[src/rtl/kb_pkg.sv]
// Shared types and helpers for the keyboard-to-UART transmit bridge.
package kb_pkg;

  typedef enum logic [1:0] {
    ST_IDLE = 2'd0,
    ST_SYNC = 2'd1,
    ST_BYTE = 2'd2
  } kb_state_e;

  localparam logic [7:0] KB_SYNC_BYTE = 8'hA5;

  // Number of UART bytes needed to carry a pw-bit payload.
  function automatic int kb_nbytes(input int pw);
    return (pw + 7) / 8;
  endfunction

endpackage

[src/rtl/kb_tx_bridge_if.sv]
// Keycode ingress, UART byte egress and drop-status bundle of the transmit bridge.
interface kb_tx_bridge_if #(
  parameter int KEY_W = 9,
  parameter int DEPTH = 8,
  parameter int CNT_W = 8
);
  logic                     i_key_valid;
  logic [KEY_W-1:0]         i_keycode;
  logic [7:0]               o_tx_data;
  logic                     o_tx_valid;
  logic                     i_tx_ready;
  logic [$clog2(DEPTH):0]   o_fifo_level;
  logic                     o_overflow;
  logic                     i_clr_overflow;
  logic [CNT_W-1:0]         o_drop_count;

  modport slave (
    input  i_key_valid, i_keycode, i_tx_ready, i_clr_overflow,
    output o_tx_data, o_tx_valid, o_fifo_level, o_overflow, o_drop_count
  );

  modport master (
    output i_key_valid, i_keycode, i_tx_ready, i_clr_overflow,
    input  o_tx_data, o_tx_valid, o_fifo_level, o_overflow, o_drop_count
  );
endinterface

[src/rtl/kb_sync_fifo.sv]
// Single-clock FIFO with first-word-fall-through read; a push into a full FIFO
// is accepted when a pop happens in the same cycle.
module kb_sync_fifo #(
  parameter int W     = 8,
  parameter int DEPTH = 8
) (
  input  logic                   i_clk,
  input  logic                   i_rst,
  input  logic                   i_push,
  input  logic [W-1:0]           i_wdata,
  input  logic                   i_pop,
  output logic [W-1:0]           o_rdata,
  output logic                   o_full,
  output logic                   o_empty,
  output logic [$clog2(DEPTH):0] o_level
);
  localparam int AW = $clog2(DEPTH);
  localparam logic [AW:0] FULL_CNT = (AW+1)'(DEPTH);

  logic [W-1:0]  mem [DEPTH];
  logic [AW-1:0] wptr, rptr;
  logic [AW:0]   cnt;
  logic          do_push, do_pop;

  assign o_full  = (cnt == FULL_CNT);
  assign o_empty = (cnt == '0);
  assign o_level = cnt;
  assign o_rdata = mem[rptr];
  assign do_pop  = i_pop && !o_empty;
  assign do_push = i_push && (!o_full || do_pop);

  always_ff @(posedge i_clk) begin
    if (do_push) mem[wptr] <= i_wdata;
  end

  // Pointers wrap naturally since DEPTH is a power of two.
  always_ff @(posedge i_clk or posedge i_rst) begin
    if (i_rst) begin
      wptr <= '0;
      rptr <= '0;
      cnt  <= '0;
    end else begin
      if (do_push) wptr <= wptr + 1'b1;
      if (do_pop)  rptr <= rptr + 1'b1;
      case ({do_push, do_pop})
        2'b10:   cnt <= cnt + 1'b1;
        2'b01:   cnt <= cnt - 1'b1;
        default: cnt <= cnt;
      endcase
    end
  end

endmodule

[src/rtl/kb_tx_bridge.sv]
// Queues PS/2 keycodes and serialises each into MSB-first UART bytes,
// optionally prefixed with a sync byte; full-FIFO drops are flagged and counted.
module kb_tx_bridge
  import kb_pkg::*;
#(
  parameter int         KEY_W     = 9,
  parameter int         LSB_DROP  = 1,
  parameter int         DEPTH     = 8,
  parameter int         SYNC_EN   = 0,
  parameter logic [7:0] SYNC_BYTE = KB_SYNC_BYTE,
  parameter int         CNT_W     = 8
) (
  input  logic          i_clk,
  input  logic          i_rst,
  kb_tx_bridge_if.slave bus
);
  localparam int PW = KEY_W - LSB_DROP;
  localparam int NB = kb_nbytes(PW);
  localparam int SW = NB * 8;
  localparam int IW = (NB > 1) ? $clog2(NB) : 1;
  localparam int LW = $clog2(DEPTH) + 1;

  kb_state_e        state, state_n;
  logic [SW-1:0]    shreg, shreg_n, head_ext;
  logic [IW-1:0]    idx, idx_n;
  logic             tx_valid, tx_valid_n;
  logic [7:0]       tx_data, tx_data_n;
  logic             fifo_push, fifo_pop, fifo_full, fifo_empty, drop;
  logic [PW-1:0]    fifo_rdata;
  logic [LW-1:0]    fifo_level;
  logic             ovf;
  logic [CNT_W-1:0] drop_cnt;

  assign fifo_push = bus.i_key_valid && (!fifo_full || fifo_pop);
  assign drop      = bus.i_key_valid && fifo_full && !fifo_pop;
  assign head_ext  = SW'(fifo_rdata);

  kb_sync_fifo #(
    .W     (PW),
    .DEPTH (DEPTH)
  ) u_fifo (
    .i_clk   (i_clk),
    .i_rst   (i_rst),
    .i_push  (fifo_push),
    .i_wdata (bus.i_keycode[KEY_W-1:LSB_DROP]),
    .i_pop   (fifo_pop),
    .o_rdata (fifo_rdata),
    .o_full  (fifo_full),
    .o_empty (fifo_empty),
    .o_level (fifo_level)
  );

  always_ff @(posedge i_clk or posedge i_rst) begin
    if (i_rst) begin
      state    <= ST_IDLE;
      shreg    <= '0;
      idx      <= '0;
      tx_valid <= 1'b0;
      tx_data  <= '0;
    end else begin
      state    <= state_n;
      shreg    <= shreg_n;
      idx      <= idx_n;
      tx_valid <= tx_valid_n;
      tx_data  <= tx_data_n;
    end
  end

  // Output byte is always the top byte of the shift register, so each
  // accepted payload byte shifts the frame left by one byte.
  always_comb begin
    state_n    = state;
    shreg_n    = shreg;
    idx_n      = idx;
    tx_valid_n = tx_valid;
    tx_data_n  = tx_data;
    fifo_pop   = 1'b0;
    unique case (state)
      ST_IDLE: begin
        if (!fifo_empty) begin
          fifo_pop   = 1'b1;
          shreg_n    = head_ext;
          idx_n      = IW'(NB - 1);
          tx_valid_n = 1'b1;
          if (SYNC_EN != 0) begin
            state_n   = ST_SYNC;
            tx_data_n = SYNC_BYTE;
          end else begin
            state_n   = ST_BYTE;
            tx_data_n = head_ext[SW-1 -: 8];
          end
        end
      end
      ST_SYNC: begin
        if (bus.i_tx_ready) begin
          state_n   = ST_BYTE;
          tx_data_n = shreg[SW-1 -: 8];
        end
      end
      ST_BYTE: begin
        if (bus.i_tx_ready) begin
          if (idx == '0) begin
            state_n    = ST_IDLE;
            tx_valid_n = 1'b0;
          end else begin
            idx_n     = idx - 1'b1;
            shreg_n   = shreg << 8;
            tx_data_n = shreg_n[SW-1 -: 8];
          end
        end
      end
      default: state_n = ST_IDLE;
    endcase
  end

  // Clear wins over a same-cycle drop; that drop is simply not recorded.
  always_ff @(posedge i_clk or posedge i_rst) begin
    if (i_rst) begin
      ovf      <= 1'b0;
      drop_cnt <= '0;
    end else if (bus.i_clr_overflow) begin
      ovf      <= 1'b0;
      drop_cnt <= '0;
    end else if (drop) begin
      ovf <= 1'b1;
      if (drop_cnt != '1) drop_cnt <= drop_cnt + 1'b1;
    end
  end

  assign bus.o_tx_data    = tx_data;
  assign bus.o_tx_valid   = tx_valid;
  assign bus.o_fifo_level = fifo_level;
  assign bus.o_overflow   = ovf;
  assign bus.o_drop_count = drop_cnt;

endmodule

[src/flat_wrapper.sv]
// flat-port wrapper written by rule: the top's interface ports become plain ports
module kb_tx_bridge_flat import kb_pkg::*;
#(
  parameter int         KEY_W     = 9,
  parameter int         LSB_DROP  = 1,
  parameter int         DEPTH     = 8,
  parameter int         SYNC_EN   = 0,
  parameter logic [7:0] SYNC_BYTE = KB_SYNC_BYTE,
  parameter int         CNT_W     = 8
)
  (i_clk, i_rst, bus_i_key_valid, bus_i_keycode, bus_i_tx_ready, bus_i_clr_overflow, bus_o_tx_data, bus_o_tx_valid, bus_o_fifo_level, bus_o_overflow, bus_o_drop_count);
  kb_tx_bridge_if #(.KEY_W(KEY_W), .DEPTH(DEPTH), .CNT_W(CNT_W)) bus_i ();
  input  logic i_clk;
  input  logic i_rst;
  input wire logic [$bits(bus_i.i_key_valid)-1:0] bus_i_key_valid;
  input wire logic [$bits(bus_i.i_keycode)-1:0] bus_i_keycode;
  input wire logic [$bits(bus_i.i_tx_ready)-1:0] bus_i_tx_ready;
  input wire logic [$bits(bus_i.i_clr_overflow)-1:0] bus_i_clr_overflow;
  output wire logic [$bits(bus_i.o_tx_data)-1:0] bus_o_tx_data;
  output wire logic [$bits(bus_i.o_tx_valid)-1:0] bus_o_tx_valid;
  output wire logic [$bits(bus_i.o_fifo_level)-1:0] bus_o_fifo_level;
  output wire logic [$bits(bus_i.o_overflow)-1:0] bus_o_overflow;
  output wire logic [$bits(bus_i.o_drop_count)-1:0] bus_o_drop_count;
  assign bus_i.i_key_valid = bus_i_key_valid;
  assign bus_i.i_keycode = bus_i_keycode;
  assign bus_i.i_tx_ready = bus_i_tx_ready;
  assign bus_i.i_clr_overflow = bus_i_clr_overflow;
  assign bus_o_tx_data = bus_i.o_tx_data;
  assign bus_o_tx_valid = bus_i.o_tx_valid;
  assign bus_o_fifo_level = bus_i.o_fifo_level;
  assign bus_o_overflow = bus_i.o_overflow;
  assign bus_o_drop_count = bus_i.o_drop_count;
  kb_tx_bridge #(.KEY_W(KEY_W), .LSB_DROP(LSB_DROP), .DEPTH(DEPTH), .SYNC_EN(SYNC_EN), .SYNC_BYTE(SYNC_BYTE), .CNT_W(CNT_W)) u_core (.i_clk(i_clk), .i_rst(i_rst), .bus(bus_i));
endmodule
[config.mk]
export PLATFORM = sky130hd
export DESIGN_NAME = kb_tx_bridge_flat
export DESIGN_NICKNAME = d
export VERILOG_FILES = /design/src/rtl/kb_pkg.sv /design/src/rtl/kb_tx_bridge_if.sv /design/src/rtl/kb_sync_fifo.sv /design/src/rtl/kb_tx_bridge.sv /design/src/flat_wrapper.sv
export SDC_FILE = /design/constraint.sdc
export NUM_CORES = 1
export LEC_CHECK = 0
export BUFFER_PORTS_ARGS = -buffer_cell sky130_fd_sc_hd__buf_2
export CAP_MARGIN = 0
export CORE_ASPECT_RATIO = 2
export CORE_MARGIN = 2
export CORE_UTILIZATION = 56
export DETAILED_ROUTE_END_ITERATION = 8
export PLACE_DENSITY = 0.79
export RECOVER_POWER = 50
export SETUP_SLACK_MARGIN = 0.05
export SYNTH_ARGS = -nofsm -noshare
export SYNTH_HDL_FRONTEND = slang
export SYNTH_HIERARCHICAL = 1
export SYNTH_SLANG_ARGS = --single-unit
[constraint.sdc]
create_clock -name i_clk -period 3.8 [get_ports i_clk]
set_input_delay 0.57 -clock i_clk [delete_from_list [all_inputs] [get_ports i_clk]]
set_output_delay 0.57 -clock i_clk [all_outputs]
set_load 0.03 [all_outputs]
; After elaboration in Yosys (flattened, before gate mapping)
; Memories as Yosys holds them, arrays and structs flattened.
; Cells that the tools add are included.
[word_totals]
in_bits = 14
register_bits = 39
word_cells = 80
memories = 1
output_inout_bits = 22
ram_bits = 64
[op_classes]
n_reduce_logical = 23
add_sub_neg = 6
mux = 29
eq_ne = 11
[mem_list]
columns = name, words, width, rd, rd_clocked_by_memory_dff, wr, line_no
row1 = u_core.u_fifo.mem, 8, 8, 1, 0, 1, kb_sync_fifo.sv:20  ; logic [W-1:0] mem [DEPTH];
[ops]
columns = cell, n
row1 = 8-bit 2-to-1 mux, 7
row2 = 8-bit one-hot mux with 3 select lines, 1
row3 = 8-bit one-hot mux with 2 select lines, 1
row4 = 1-bit 2-to-1 mux, 12
row5 = 4-bit AND reduction, 3
row6 = "8-bit by 1-bit adder with 8-bit output, second input constant", 1
row7 = 2-bit 2-to-1 mux, 4
row8 = "2-bit inequality test, second input constant", 4
row9 = "8-bit inequality test, second input constant", 1
row10 = 4-bit one-hot mux with 2 select lines, 1
row11 = 2-bit nonzero test, 4
row12 = "3-bit by 1-bit adder with 3-bit output, second input constant", 2
row13 = 2-bit one-hot mux with 3 select lines, 1
row14 = 1-bit logical AND, 5
row15 = 5-bit AND reduction, 1
row16 = "4-bit by 1-bit adder with 4-bit output, second input constant", 1
row17 = "2-bit by 1-bit equality test with 1-bit output, second input constant", 2
row18 = "2-bit equality test, second input constant", 2
row19 = "4-bit equality test, second input constant", 1
row20 = 4-bit zero test, 1
row21 = 1-bit one-hot mux with 2 select lines, 2
row22 = "4-bit by 1-bit subtractor with 4-bit output, second input constant", 1
row23 = 1-bit zero test, 3
row24 = 3-bit AND reduction, 1
row25 = 6 further kinds, 7

; Logic depth before layout (Yosys ltp)
[depth]
ltp_word = 8
depth_mapped = 13
ltp_nobuf = 11

; Hierarchy
; The synthesis kept the hierarchy.
[modules_own_cells]
columns = mod, area_per_inst_um2, seq_area_each_um2, n_inst, cells_per_inst
row1 = kb_sync_fifo, 3135.5, 2172.1, 1, 165
row2 = kb_tx_bridge, 824.5, 450.4, 1, 67

; Worst setup path before layout
; OpenSTA, ideal clock, no wires.
[synth_path]
kind = flip-flop to flip-flop
from = reg u_core.u_fifo.cnt[0], in the netlist u_core/u_fifo/o_level[0]
to = reg u_core.u_fifo.cnt[3], in the netlist u_core/u_fifo/o_level[3]
arrival_time_ns = 3.071
synth_period_minus_slack_ns = 3.140
n_path_buf = 2
path_stages_with_launch = 14
required_time_ns = 3.731
setup_ns = 0.069
slack_ns = 0.660
path_cell_list = dfrtp_1 > or3_1 > buf_6 > nor2_1 > o21ai_0 > and2_1 > buf_2 > or2_2 > inv_1 > ha_1 > or2_2 > nand3_1 > mux2_2 > nand3b_1
[synth_via]
elab_chain_len = 8
elab_cells_between_ends = 17
cone_classes = add/sub: 2 / eq/ne: 3 / mux: 3 / reduce/logical: 9
[synth_lines]
columns = element, line_no
row1 = "start, declared", kb_sync_fifo.sv:22  ; logic [AW:0] cnt;
row2 = "start signal, assigned", kb_sync_fifo.sv:46  ; 2'b10: cnt <= cnt + 1'b1;
row3 = "start signal, assigned", kb_sync_fifo.sv:47  ; 2'b01: cnt <= cnt - 1'b1;
row4 = "start signal, assigned", kb_sync_fifo.sv:48  ; default: cnt <= cnt;
row5 = 4-bit zero test *, kb_sync_fifo.sv:26  ; assign o_empty = (cnt == '0);
row6 = named net u_core.fifo_empty, kb_tx_bridge.sv:28  ; logic fifo_push, fifo_pop, fifo_full, fifo_empty, drop;
row7 = 1-bit 2-to-1 mux *, kb_tx_bridge.sv:80  ; if (!fifo_empty) begin
row8 = 1-bit 2-to-1 mux *, kb_tx_bridge.sv:78  ; unique case (state)
row9 = 1-bit logical OR *, kb_tx_bridge.sv:34  ; assign fifo_push = bus.i_key_valid && (!fifo_full || fifo_pop);
row10 = 1-bit logical AND *, kb_tx_bridge.sv:34
row11 = named net u_core.fifo_push, kb_tx_bridge.sv:28
row12 = 1-bit logical AND *, kb_sync_fifo.sv:30  ; assign do_push = i_push && (!o_full || do_pop);
row13 = 2-bit by 1-bit equality test with 1-bit output or 2-bit equality test (tied branches), kb_sync_fifo.sv:45  ; case ({do_push, do_pop})
row14 = 4-bit one-hot mux with 2 select lines or 2-bit nonzero test (tied branches), --
; Mark *: on every way through the listed nets, which the timed path passes. The rest lies on a longest branch.
; A chain may end at the register's enable or synchronous reset.

; Worst setup path after layout
[layout_path]
from = reg u_core.u_fifo.cnt[1], in the netlist u_core/u_fifo/o_level[1]
to = reg u_core.u_fifo.cnt[3], in the netlist u_core/u_fifo/o_level[3]
[layout_via]
elab_chain_len = 8
elab_cells_between_ends = 17
cone_classes = add/sub: 2 / eq/ne: 3 / mux: 3 / reduce/logical: 9
[layout_lines]
columns = element, line_no
row1 = 4-bit zero test *, kb_sync_fifo.sv:26
row2 = named net u_core.fifo_empty, kb_tx_bridge.sv:28
row3 = 1-bit 2-to-1 mux *, kb_tx_bridge.sv:80
row4 = 1-bit 2-to-1 mux *, kb_tx_bridge.sv:78
row5 = named net u_core.fifo_pop, kb_tx_bridge.sv:28
row6 = 1-bit logical OR or 1-bit logical AND (tied branches), "kb_tx_bridge.sv:34, kb_sync_fifo.sv:29"
row7 = 1-bit logical AND or 1-bit logical OR (tied branches), "kb_tx_bridge.sv:34, kb_sync_fifo.sv:30"
row8 = 1-bit logical AND, kb_sync_fifo.sv:30
row9 = 2-bit by 1-bit equality test with 1-bit output or 2-bit equality test (tied branches), kb_sync_fifo.sv:45
row10 = 4-bit one-hot mux with 2 select lines or 2-bit nonzero test (tied branches), --
; Marked as above.

==> metrics.txt <==
wl on met1=2.44 mm; Logic pwr share=30.6%; period utilization=86.5%; Placeable Area=6890 um2; DRT Pass-1 Iters=4; CP cell instances=or3_1, nor2_1, nor2_2, o21ai_2, or2_2, inv_1, ha_1, or2_2, nand3_1, mux2_2, nand3b_1; Fin Setup TNS=0 ns; Yosys Warn Count=6; initial core utilization=57.5%; # rows=43; number of antenna violations at the first check in global routing=0; ANT cells=0; CP startpoint kind=flop; RSZ-0062 raised after global routing=no; port bufs=34; Setup Fix Bufs, Post-CTS=0; P_sw=1.08 mW; switching power share of the total=32.1%; pwr/cell area=745 nW/um2; Critical Path RT=4.07 ns; Synth Area in Compound Gates=3.51%; largest net degree at the start of global routing=19; synthesis-to-finish area growth=14.0%; Final setup viols=0; highest metal used=met4; Overflow after GRT=0; vias in the first global route=2113; fin crit period=3.29 ns; DR WL met2=3.98 mm; ANT nets after route=0; Max-slew headroom=38.8%; largest family of logic cells by synthesized area=multiplexers; Adder-Cell Fraction of Synth Area=2.09%; Synth Area per Inst=17.1 um2; CTS tree=yes; Reg-to-Reg Start=u_core/u_fifo/o_level[1]; Cell Int Power=2.28 mW; flop2flop setup slack=0.51 ns; Max stage delay cell, worst path=nor2_2; CTS resizes=0; Leak Pwr=1.74 nW; clock-pin slew on the worst setup and hold paths=0.06 ns; Post-Route WL=6.84 mm; CTS max path bufs=2; CTS Buf Count=9; Simple-Gate Fraction of Synth Area=6.64%; post-synthesis mux area share=16.7%; Routability Congestion=0.743; Largest stage delay, worst path=0.60 ns; Mapped Nets=252; Worst EP arrival=3.56 ns; DR vias=2111; crit-path most repeated cell=or2_2; status=finished clean; reg2reg end=u_core/u_fifo/o_level[3]; Worst Hold Class=in -> async; Root Buffer=clkbuf_16; # fillers=500; DR iter-0 viols=116; Sink Count=92; clk_lat worst skew=0.34 ns; mapped cell area=3960 um2; Worst-Margin Slew=0.918 ns; crit path max fanout=15; drt drc=0; first-pass GRT wire length=10.5 mm; met3 wire len=248 um; clock share of power=25.0%; die height=123 um; Layout Cells excl Fill=372; Nets=297; Synth Register Bits=92; final instance area=4510 um2; layout cell share with drive strength beyond 1=24.5%; DR vias/cell=5.67; fmax=0.304 GHz; Worst Reg-to-Reg Cells=11; Max Slew Vio Count=0; maximum vdd drop=0.486 mV; Tot GR Track Use=19.2%; critical path class=reg -> reg; mean routed wirelength per cell=18.4 um; Syn Inst Count=232; chip width=63.5 um; Final Hold Fails=0; IO Pins=36; Yosys cell types=41; Max Cap Viol=0; element type at the critical path end=flop; H-tree Lvls=3; Inst Count DP=356; sequential share of the synthesized area=66.2%; overall die area=7800 um2; Clock Skews=0.00434 ns; Post-CTS Hold Fix Bufs=0; xor and xnor area share after synthesis=2.65%; Area after DPL=4250 um2; detailed placement HPWL=4.55 mm; sequential power share=44.4%
cell type report:
class	instances	area, um2	area share [%]
repair buffers	42	206	4.57
clock buffers	12	258	5.71
inverters	8	30.0	0.665
multi-input cells	124	1250	27.8
clock inverters	4	31.3	0.693
well taps	90	113	2.50
flip-flops and latches	92	2620	58.1
worst max-delay path, delay by kind of cell (launching register included):
| family | cells | cell delay [ns] |
|---|---|---|
| AOI/OAI and AO/OA | 1 | 0.20 |
| adders and majority gates | 1 | 0.25 |
| buffers and inverters | 1 | 0.10 |
| DFF | 1 | 0.39 |
| muxes | 1 | 0.34 |
| and+or+nand+nor | 7 | 1.95 |
per-layer routing:
layer | vias to the layer above | GRT usage, %
li1 | 985 | -
met1 | 1060 | 18.6
met2 | 53 | 36.3
met3 | 13 | 4.55
met4 | 0 | 11.1
met5 | - | 0
cell usage in the layout, fill, tap and decap left out, types with 4 or more instances in the layout:
cell,count
xnor2_1,4
mux2i_1,4
dfrtp_1,28
clkbuf_16,10
xor2_1,8
edfxtp_1,64
nand2b_1,4
mux2_2,18
inv_1,8
mux4_2,4
nand2_1,9
clkbuf_1,21
buf_4,8
mux4_1,12
ha_1,5
nor2_1,18
buf_2,15
synthesized netlist by cell type, drive strengths merged:
cell / count / area share, %
nand4: 3 / 0.63
mux2: 19 / 5.5
buf: 7 / 1.3
nand3b: 1 / 0.19
and4: 2 / 0.44
edfxtp: 64 / 49
a31oi: 1 / 0.54
nor3: 3 / 0.38
fa: 1 / 0.51
nand2: 9 / 0.85
and2: 2 / 0.32
ha: 5 / 1.6
o21ai: 4 / 0.70
xnor2: 4 / 0.88
xor2: 8 / 1.8
or3: 2 / 0.32
nand2b: 4 / 0.63
clkbuf: 1 / 0.13
o22ai: 1 / 0.32
nand3: 3 / 0.38
a211o: 1 / 0.22
dfrtp: 28 / 18
a21oi: 1 / 0.13
o211a: 1 / 0.44
nor2: 19 / 1.9
mux4: 16 / 10
and3: 2 / 0.32
o211ai: 3 / 0.57
or2: 2 / 0.32
inv: 8 / 0.76
mux2i: 4 / 1.0
o21a: 1 / 0.19
o2111ai: 1 / 0.22
a211oi: 1 / 0.19
through the flow:
stage                     power [mW]  util, %  hold slack (ns)  setup slack [ns]
after CTS                       3.42     65.9            0.224             0.496
final                           3.36     65.5            0.215             0.514
after floorplan                 2.30        -            0.410             0.660
after global placement          2.52     61.7            0.477             0.586
after detailed placement        2.57     61.7            0.495             0.496
after global routing            3.54     65.5            0.234             0.304
kinds of logic after synthesis:
kind of cell	after synthesis
xor+xnor	12
flops	92
simple gates	52
fa+ha+maj	6
compound gates	15
buf+inv	16
mux	39
registers in the layout, indices dropped and copies added (netlist names):
signal                   flops
u_core/bus.o_drop_count      8
u_core/bus.o_overflow        1
u_core/bus.o_tx_valid        1
u_core/shreg                 8
u_core/u_fifo/mem           64
u_core/u_fifo/o_level        4
u_core/u_fifo/rptr           3
u_core/u_fifo/wptr           3
power groups by stage:
stage	Sequential, mW	Combinational (mW)	Clock [mW]
global placement	1.50	1.02	0
finish	1.49	1.03	0.840
CTS	1.50	1.06	0.865
floorplan	1.54	0.764	0
detailed placement	1.52	1.05	0
global route	1.52	1.11	0.907
worst max path at each step:
stage	start	to	slack (ns)	cells past startpoint
2_1_floorplan	u_core/u_fifo/o_level[0]	u_core/u_fifo/o_level[3]	0.66	13
3_3_place_gp	u_core/u_fifo/o_level[1]	u_core/u_fifo/o_level[3]	0.59	11
3_5_place_dp	u_core/u_fifo/o_level[2]	u_core/u_fifo/o_level[3]	0.50	11
4_1_cts	u_core/u_fifo/o_level[2]	u_core/u_fifo/o_level[3]	0.50	11
5_1_grt	u_core/u_fifo/o_level[2]	u_core/u_fifo/o_level[3]	0.30	11
6_report	u_core/u_fifo/o_level[1]	u_core/u_fifo/o_level[3]	0.51	11
Note: power is estimated with default switching activity, not from simulation.
